File: config.mk
export PLATFORM = sky130hd
export DESIGN_NAME = dcache_refill_ctrl
export DESIGN_NICKNAME = d
export VERILOG_FILES = /design/src/rtl/dcache_refill_ctrl.sv
export SDC_FILE = /design/constraint.sdc
export NUM_CORES = 1
export LEC_CHECK = 0
export CAP_MARGIN = 25
export CORE_AREA = 2 2 265 267
export CTS_CLUSTER_DIAMETER = 200
export CTS_CLUSTER_SIZE = 10
export DETAILED_ROUTE_END_ITERATION = 12
export DIE_AREA = 0 0 267 269
export GPL_TIMING_DRIVEN = 0
export SLEW_MARGIN = 5
export SYNTH_ARGS = -nofsm -noshare
export SYNTH_HDL_FRONTEND = slang
export SYNTH_SLANG_ARGS = --single-unit
File: constraint.sdc
create_clock -name clk -period 3.1 [get_ports clk]
set_input_delay 0.465 -clock clk [delete_from_list [all_inputs] [get_ports clk]]
set_output_delay 0.465 -clock clk [all_outputs]
set_load 0.01 [all_outputs]
File: src/rtl/dcache_refill_ctrl.sv
// Data-cache refill controller: optional dirty-victim writeback, then line read and refill.
// Optional watchdog under `DCACHE_TIMEOUT_EN` (adds refill_err and TIMEOUT_CYCLES counter).
`ifndef MEM_ADDRESS_LEN
`define MEM_ADDRESS_LEN 32
`endif
`ifndef MEM_LINE_WIDTH
`define MEM_LINE_WIDTH 128
`endif

module dcache_refill_ctrl #(
    parameter int ADDR_W         = `MEM_ADDRESS_LEN,
    parameter int LINE_W         = `MEM_LINE_WIDTH,
    parameter int TIMEOUT_CYCLES = 64
) (
    input  logic              clk,
    input  logic              reset,
    input  logic              miss_req,
    input  logic [ADDR_W-1:0] miss_addr,
    input  logic              evict_dirty,
    input  logic [ADDR_W-1:0] evict_addr,
    input  logic [LINE_W-1:0] evict_data,
    output logic              refill_valid,
    output logic [ADDR_W-1:0] refill_addr,
    output logic [LINE_W-1:0] refill_data,
    output logic              busy,
`ifdef DCACHE_TIMEOUT_EN
    output logic              refill_err,
`endif
    output logic              from_dcache,
    output logic              is_write,
    output logic [ADDR_W-1:0] addr_dcache,
    output logic [ADDR_W-1:0] write_addr,
    output logic [LINE_W-1:0] data_from_cache,
    input  logic [LINE_W-1:0] data_to_cache,
    input  logic              read_ready_for_dcache,
    input  logic              written_data_ack
);

    typedef enum logic [1:0] {IDLE, WB, RD, DONE} state_t;

    state_t            state_q, state_d;
    logic [ADDR_W-1:0] miss_addr_q, miss_addr_d;
    logic [ADDR_W-1:0] evict_addr_q, evict_addr_d;
    logic [LINE_W-1:0] evict_data_q, evict_data_d;
    logic              capture;

`ifdef DCACHE_TIMEOUT_EN
    localparam int CNT_W = $clog2(TIMEOUT_CYCLES + 1);
    logic [CNT_W-1:0] cnt_q, cnt_d;
    logic             timeout;
`endif

    always_comb begin
        state_d      = state_q;
        miss_addr_d  = miss_addr_q;
        evict_addr_d = evict_addr_q;
        evict_data_d = evict_data_q;
        capture      = 1'b0;
        // Responses that do not belong to the current phase simply fall through.
        case (state_q)
            IDLE: if (miss_req) begin
                miss_addr_d  = miss_addr;
                evict_addr_d = evict_addr;
                evict_data_d = evict_data;
                state_d      = evict_dirty ? WB : RD;
            end
            WB:   if (written_data_ack) state_d = RD;
            RD:   if (read_ready_for_dcache) begin
                state_d = DONE;
                capture = 1'b1;
            end
            DONE:    state_d = IDLE;
            default: state_d = IDLE;
        endcase
`ifdef DCACHE_TIMEOUT_EN
        timeout = 1'b0;
        cnt_d   = cnt_q;
        // A response on the final cycle wins over the watchdog.
        if (state_d != state_q) begin
            cnt_d = '0;
        end else if (state_q == WB || state_q == RD) begin
            if (cnt_q == CNT_W'(TIMEOUT_CYCLES - 1)) begin
                timeout = 1'b1;
                state_d = IDLE;
                cnt_d   = '0;
            end else begin
                cnt_d = cnt_q + CNT_W'(1);
            end
        end
`endif
    end

    always_ff @(posedge clk) begin
        if (reset) begin
            state_q         <= IDLE;
            miss_addr_q     <= '0;
            evict_addr_q    <= '0;
            evict_data_q    <= '0;
            from_dcache     <= 1'b0;
            is_write        <= 1'b0;
            addr_dcache     <= '0;
            write_addr      <= '0;
            data_from_cache <= '0;
            refill_valid    <= 1'b0;
            refill_addr     <= '0;
            refill_data     <= '0;
            busy            <= 1'b0;
`ifdef DCACHE_TIMEOUT_EN
            cnt_q           <= '0;
            refill_err      <= 1'b0;
`endif
        end else begin
            state_q         <= state_d;
            miss_addr_q     <= miss_addr_d;
            evict_addr_q    <= evict_addr_d;
            evict_data_q    <= evict_data_d;
            // Outputs are decoded from next state so they are registered yet cycle-aligned.
            from_dcache     <= (state_d == WB) || (state_d == RD);
            is_write        <= state_d == WB;
            addr_dcache     <= (state_d == RD) ? miss_addr_d : '0;
            write_addr      <= (state_d == WB) ? evict_addr_d : '0;
            data_from_cache <= (state_d == WB) ? evict_data_d : '0;
            refill_valid    <= state_d == DONE;
            refill_addr     <= (state_d == DONE) ? miss_addr_d : '0;
            if (capture) refill_data <= data_to_cache;
            busy            <= state_d != IDLE;
`ifdef DCACHE_TIMEOUT_EN
            cnt_q           <= cnt_d;
            refill_err      <= timeout;
`endif
        end
    end

endmodule
==> results.rst, run 1 <==
.. list-table::
   :header-rows: 1

   * - Metric
     - Value
   * - Run status
     - complete, no violations
   * - Time the final worst path needs with I/O delays and setup
     - 2.81 ns
   * - Horizontal die dimension
     - 267 um
   * - Worst-skew pair later-pin latency
     - 0.62 ns
   * - Starting Density
     - 24.2%
   * - Most repeated cell in the gate-level netlist after synthesis
     - dfxtp_1
   * - Number of synthesized flops with an enable pin
     - 0
   * - Cell count after synthesis
     - 1678
   * - Period utilization
     - 90.7%
   * - Leakage power of the design
     - 9.88 nW
   * - Gr usage total
     - 16.1%
   * - Most frequent cells after synthesis
     - 550 x dfxtp_1, 420 x nor2_1, 256 x nand2_1
   * - Kind of end point of the critical path
     - flop
   * - Floorplan die area
     - 71800 sq um
   * - Maximum ir drop on the vdd rail
     - 0.474 mV
   * - Final Wtd Congestion
     - 0.884
   * - Post-synthesis to final-layout area growth
     - 57.6%
   * - Number of max-slew violations in the final report
     - 0
   * - Clock edge transition at the registers on the reported setup and hold paths
     - 0.06 ns
   * - Wire length of the first global-routing pass
     - 87.0 mm
   * - Top-area cell type share of the netlist area
     - 65.7%
   * - Detailed Place HPWL
     - 48.0 mm
   * - Inserted Clock Buffers
     - 60
   * - FF/Latch Area
     - 11000 sq um
   * - Max Buffers Root-to-Sink
     - 3
   * - Placement-stage cell area
     - 24800 sq um
   * - DR iter-0 viols
     - 547
   * - Setup Crit Path Kind
     - reg2reg
   * - Slowest Stage Delay on Critical Path
     - 0.66 ns
   * - H-tree depth
     - 2
   * - Port Buffer Count
     - 681
   * - Crit path launch type
     - flop
   * - Distinct cell type count after synthesis
     - 20
   * - Seq cells post-synth
     - 550
   * - Final antenna-violating net count
     - 0
   * - Total count of hold-check failures in the final report
     - 0
   * - Bufs and invs on worst path
     - 3
   * - Drt via density
     - 4.14
   * - Endpoint required time on the critical path
     - 3.55 ns
   * - Cell with the biggest individual delay on the critical path
     - clkbuf_1
   * - Utilization after layout
     - 38.1%
   * - Core Rows
     - 97
   * - Root Buffer
     - clkbuf_16
   * - Syn avg cell area
     - 9.99 sq um
   * - Worst slew slack as a fraction of its limit
     - 40.1%
   * - Number of top-level pins
     - 682
   * - Largest clock skew in the final design
     - 0.0283 ns
   * - Nets
     - 2750
   * - Largest net degree at the start of global routing
     - 19
   * - Critical Path AT
     - 3.26 ns
   * - FMAX
     - 356 MHz
   * - Max-Cap Viols
     - 0
   * - Ys Warns
     - 0
   * - Cell accounting for the most synthesized area
     - dfxtp_1
   * - Layout cells sized above 1
     - 4.67%
   * - Dominant cells by area after synthesis
     - dfxtp_1 66%, mux2i_1 11%, nor2_1 9.4%, nand2_1 5.7%, a21oi_1 3.8%
   * - Vias in the first global route
     - 14400
   * - Final Routed Wirelength
     - 60.8 mm
   * - Average wire per cell in the routed design
     - 18.0 um
   * - Slew at the pin closest to its max-slew limit
     - 0.898 ns
   * - Final setup violation count
     - 0
   * - Number of fill cells
     - 6788
   * - Height of the chip
     - 269 um
   * - Cells along the critical path
     - buf_2, and3b_1, a311oi_4, inv_1, ha_1, nand2b_2, clkbuf_1, nor2_1
   * - Area taken by multi-input logic gates
     - 5260 sq um
   * - Finished Cell Area
     - 26400 sq um
   * - Portion of the post-synthesis area used by sequential elements
     - 65.7%
   * - Cell Pwr Density
     - 596 nW/um^2
   * - Async set or reset register ratio after synthesis
     - 0%
   * - Area of the mapped netlist
     - 16800 sq um
   * - Class of the most critical hold timing path
     - in2reg
   * - Residual DRC
     - 0
   * - Number of nets produced by synthesis
     - 2007
   * - Top Family by Delay on Critical Path
     - buffers and inverters
   * - Sink Count
     - 550
   * - Clock tree from TritonCTS
     - done
   * - Congestion Overflow GR
     - 0
   * - Total of hold buffers inserted after clock tree synthesis
     - 0
   * - Area inside the core boundary
     - 69300 sq um
   * - Most used DFF post-synth
     - dfxtp_1
   * - Routed vias
     - 14000
   * - Antenna violations before repair
     - 17
   * - DRT Pass-1 Iters
     - 5
   * - Biggest fanout along the worst timing path
     - 11
   * - Overall power consumption
     - 15.8 mW
   * - Unrepaired setup endpoints after global routing
     - false
## power breakdown
| group | internal, mW | switching [mW] |
|---|---|---|
| combinational | 1.05 | 1.03 |
| clock | 3.41 | 2.71 |
| sequential | 7.45 | 0.120 |
| total | 11.9 | 3.86 |
## layout make-up
| cell class | instances | area share [%] |
|---|---|---|
| clock inverter | 3 | 0.341 |
| clock buffer | 60 | 5.68 |
| sequential | 550 | 41.7 |
| buffer | 111 | 1.96 |
| multi-input combinational | 1013 | 19.9 |
| inverter | 3 | 0.0426 |
| tap | 940 | 4.45 |
| timing repair buffer | 682 | 25.8 |
| antenna | 12 | 0.114 |
## routing by layer
layer  wire length, um  vias up  share of wire (%)  GRT usage, %
li1                  -     6807                  -             -
met1             23000     6530                 38          17.1
met2             30900      517                 51          29.2
met3              4740      119                7.8          5.10
met4              2150        8                3.5          7.15
met5                53        -              0.087             0
## through the flow
step                      setup slack (ns)  setup TNS, ns  hold WS (ns)  cells
after floorplan                      0.737              0         0.456   1678
after global placement               -1.46        -203.34         0.444   3299
after detailed placement             -1.47        -197.02         0.446   3300
after CTS                          0.00863              0         0.354   3362
after global routing                0.0225              0         0.372   3372
final                                0.290              0         0.402   3374
## logic make-up after synthesis
family	after synthesis	share of synthesized area [%]
multiplexers	192	11.5
flip-flops	550	65.7
AO/OA/AOI/OAI	131	3.96
buffers and inverters	115	3.10
AND/OR/NAND/NOR	687	15.6
adder cells (fa/ha/maj)	3	0.224
## layout by cell type, fill, tap and decap left out
cell type          n
diode_2           12
nor3b_1            1
clkbuf_1          61
a22oi_2            1
buf_8              1
mux2i_1          192
clkbuf_2          11
buf_4             18
nor2_1           420
inv_1              3
a211oi_1           1
buf_2             16
dfxtp_1          550
nand2b_1           4
a21oi_1          128
clkdlybuf4s50_1  681
a311oi_4           1
nor3_1             2
nand2_1          256
and3b_1            1
nor3b_2            1
clkinv_16          3
ha_1               3
nand2b_2           1
buf_1              5
nand3b_1           1
clkbuf_16         60
## worst reg2reg max path: stages, from the launching register on
cell and delay [ns]:
dfxtp_1 0.30, buf_2 0.18, and3b_1 0.24, a311oi_4 0.40
inv_1 0.12, ha_1 0.22, nand2b_2 0.33, clkbuf_1 0.66
nor2_1 0.19
## registers in the layout, summed over array words and instances (netlist names), 2 cells and up
register         flops
addr_dcache         32
data_from_cache    128
evict_addr_q        32
evict_data_q       128
miss_addr_q         32
refill_addr         32
refill_data        128
state_q              2
write_addr          32
## worst paths after layout
path / startpoint / to / slack [ns] / cells past startpoint
min reg2reg: refill_data[107]$_SDFFE_PP0P_ / refill_data[107]$_SDFFE_PP0P_ / 0.45 / 2
max: state_q[0]$_SDFF_PP0_ / data_from_cache[41]$_SDFF_PP0_ / 0.29 / 8
min: data_to_cache[50] / refill_data[50]$_SDFFE_PP0P_ / 0.40 / 3
max reg2reg: state_q[0]$_SDFF_PP0_ / data_from_cache[41]$_SDFF_PP0_ / 0.29 / 8
## what timing repair did
item | 4_1_cts | 5_1_grt
gates resized for setup | 4 | 18
buffers inserted | 0 | 0
endpoints found under the setup margin | 160 | 100
Note: power is estimated with default switching activity, not from simulation.
==> run 2, diff against run 1 <==
--- a/config.mk
+++ b/config.mk
@@ -12,6 +12,7 @@
 export DETAILED_ROUTE_END_ITERATION = 12
 export DIE_AREA = 0 0 267 269
 export GPL_TIMING_DRIVEN = 0
+export PLACE_DENSITY = 0.57
 export SLEW_MARGIN = 5
 export SYNTH_ARGS = -nofsm -noshare
 export SYNTH_HDL_FRONTEND = slang
==> run 2 against run 1 <==
Against the previous run:
- cell count is 0.12% higher
- non-clock buffer count stayed put
- register-to-register slack worse by 0.03 ns
- critical path type unchanged
- worst hold slack worse by 0.016 ns
- die area stayed put
- final area is 0.12% lower
- highest routed layer unchanged
- via count is 0.30% lower
==> results.rst, run 2 (synthesized netlist as in run 1, its figures left out) <==
.. list-table::
   :header-rows: 1

   * - Metric
     - Value
   * - Most common cell after layout, fill and taps aside
     - clkdlybuf4s50_1
   * - DR iter-0 viols
     - 476
   * - Horizontal die dimension
     - 267 um
   * - Period utilization
     - 91.7%
   * - Vias in the first global route
     - 14100
   * - Number of max-slew violations in the final report
     - 0
   * - Layout cells sized above 1
     - 4.46%
   * - Worst setup slack after layout
     - 0.257 ns
   * - Worst hold path startpoint
     - data_to_cache[111]
   * - Routed vias
     - 13900
   * - Largest clock skew in the final design
     - 0.0133 ns
   * - Setup Crit Path Kind
     - reg2reg
   * - Final Wtd Congestion
     - 0.890
   * - Gr usage total
     - 16.1%
   * - H-tree depth
     - 2
   * - Largest net degree at the start of global routing
     - 18
   * - Number of top-level pins
     - 682
   * - Slew at the pin closest to its max-slew limit
     - 0.940 ns
   * - Final antenna-violating net count
     - 0
   * - Wire length of the first global-routing pass
     - 86.2 mm
   * - Max Buffers Root-to-Sink
     - 3
   * - Antenna violations before repair
     - 14
   * - Biggest fanout along the worst timing path
     - 10
   * - Area inside the core boundary
     - 69300 sq um
   * - Max-Cap Viols
     - 0
   * - Leakage power of the design
     - 9.86 nW
   * - Cell Pwr Density
     - 597 nW/um^2
   * - Kind of end point of the critical path
     - flop
   * - Critical Path AT
     - 3.32 ns
   * - Time the final worst path needs with I/O delays and setup
     - 2.84 ns
   * - Unrepaired setup endpoints after global routing
     - true
   * - Drt via density
     - 4.13
   * - Average wire per cell in the routed design
     - 18.1 um
   * - Number of fill cells
     - 6831
   * - Core Rows
     - 97
   * - Worst-case register-to-register setup slack
     - 0.26 ns
   * - Residual DRC
     - 0
   * - Post-synthesis to final-layout area growth
     - 57.4%
   * - Crit path launch type
     - flop
   * - Worst slew slack as a fraction of its limit
     - 37.3%
   * - Run status
     - complete, no violations
   * - Total count of hold-check failures in the final report
     - 0
   * - Start point of the critical path
     - state_q[0]$_SDFF_PP0_
   * - Class of the most critical hold timing path
     - in2reg
   * - Worst-skew pair later-pin latency
     - 0.62 ns
   * - Finished Cell Area
     - 26400 sq um
   * - DRT Pass-1 Iters
     - 7
   * - Height of the chip
     - 269 um
   * - Regs by FF count
     - data_from_cache: 128 flops, evict_data_q: 128 flops, refill_data: 128 flops
   * - FMAX
     - 352 MHz
   * - Port Buffer Count
     - 681
   * - Maximum ir drop on the vdd rail
     - 0.406 mV
   * - Sink Count
     - 550
   * - Detailed Place HPWL
     - 48.3 mm
   * - Total of hold buffers inserted after clock tree synthesis
     - 0
   * - Root Buffer
     - clkbuf_16
   * - Starting Density
     - 24.2%
   * - Clock tree from TritonCTS
     - done
   * - Placement-stage cell area
     - 24800 sq um
   * - Congestion Overflow GR
     - 0
   * - Reg-to-Reg Start
     - state_q[0]$_SDFF_PP0_
   * - Final setup violation count
     - 0
   * - Endpoint required time on the critical path
     - 3.58 ns
   * - Inserted Clock Buffers
     - 60
   * - Worst slack at placement
     - -1.05 ns
   * - Floorplan die area
     - 71800 sq um
   * - Nets
     - 2750
   * - Final Routed Wirelength
     - 61.1 mm
   * - Most frequent cells in the layout
     - 681 x clkdlybuf4s50_1, 550 x dfxtp_1, 420 x nor2_1
   * - Clock edge transition at the registers on the reported setup and hold paths
     - 0.06 ns
==> run 2: where the power goes <==
part	switching [mW]	leakage [nW]	internal (mW)
clock network	2.72	0.770	3.41
registers	0.118	4.48	7.45
logic	1.02	4.62	1.05
==> run 2: final cells by class <==
type / count / area (sq um) / area share (%)
repair buffers: 682 / 6830 / 25.9
plain buffers: 111 / 514 / 1.95
multi-input cells: 1013 / 5250 / 19.9
well taps: 940 / 1180 / 4.45
diodes: 16 / 40.0 / 0.152
clock buffers: 60 / 1500 / 5.69
clock inverters: 3 / 70.1 / 0.265
inverters: 3 / 11.3 / 0.0427
flip-flops and latches: 550 / 11000 / 41.7
==> run 2: metal layers <==
layer / share of wire, % / up-vias / GRT usage [%]
met1: 37 / 6511 / 16.8
met5: 0.044 / - / 0
met4: 3.8 / 4 / 7.80
met2: 50 / 485 / 28.5
met3: 8.5 / 129 / 5.82
li1: - / 6810 / -
==> run 2: critical path, stage by stage, from the launching register on <==
cell and delay, ns:
dfxtp_1 0.30, buf_2 0.17, and3b_1 0.22, a311oi_2 0.46
inv_1 0.13, ha_1 0.22, nand2b_1 0.28, clkbuf_2 0.38
clkbuf_1 0.43, nor2_1 0.11
==> run 2: final timing paths <==
kind,end,depth (start not counted)
hold / removal,refill_data[111]$_SDFFE_PP0P_,3
setup reg to reg,data_from_cache[77]$_SDFF_PP0_,9
hold reg to reg,refill_data[67]$_SDFFE_PP0P_,2
setup / recovery,data_from_cache[77]$_SDFF_PP0_,9
==> run 2: what timing repair did <==
action / in CTS / in global routing
endpoints found under the setup margin: 147 / 82
endpoints found under the hold margin: 0 / 0
cloned: 0 / 0
resized for setup: 3 / 13
buffers inserted: 0 / 0
==> run 2: stage by stage <==
stage,hold WS [ns],utilization (%),cells,setup TNS (ns),total power [mW]
final,0.386,38.1,3378,0,15.8
after global placement,0.442,35.7,3299,-180.69,9.76
after global routing,0.370,38.1,3373,-1.06,16.4
after floorplan,0.456,-,1678,0,8.67
after CTS,0.340,38.0,3362,0,16.0
after detailed placement,0.447,35.8,3300,-140.29,9.81
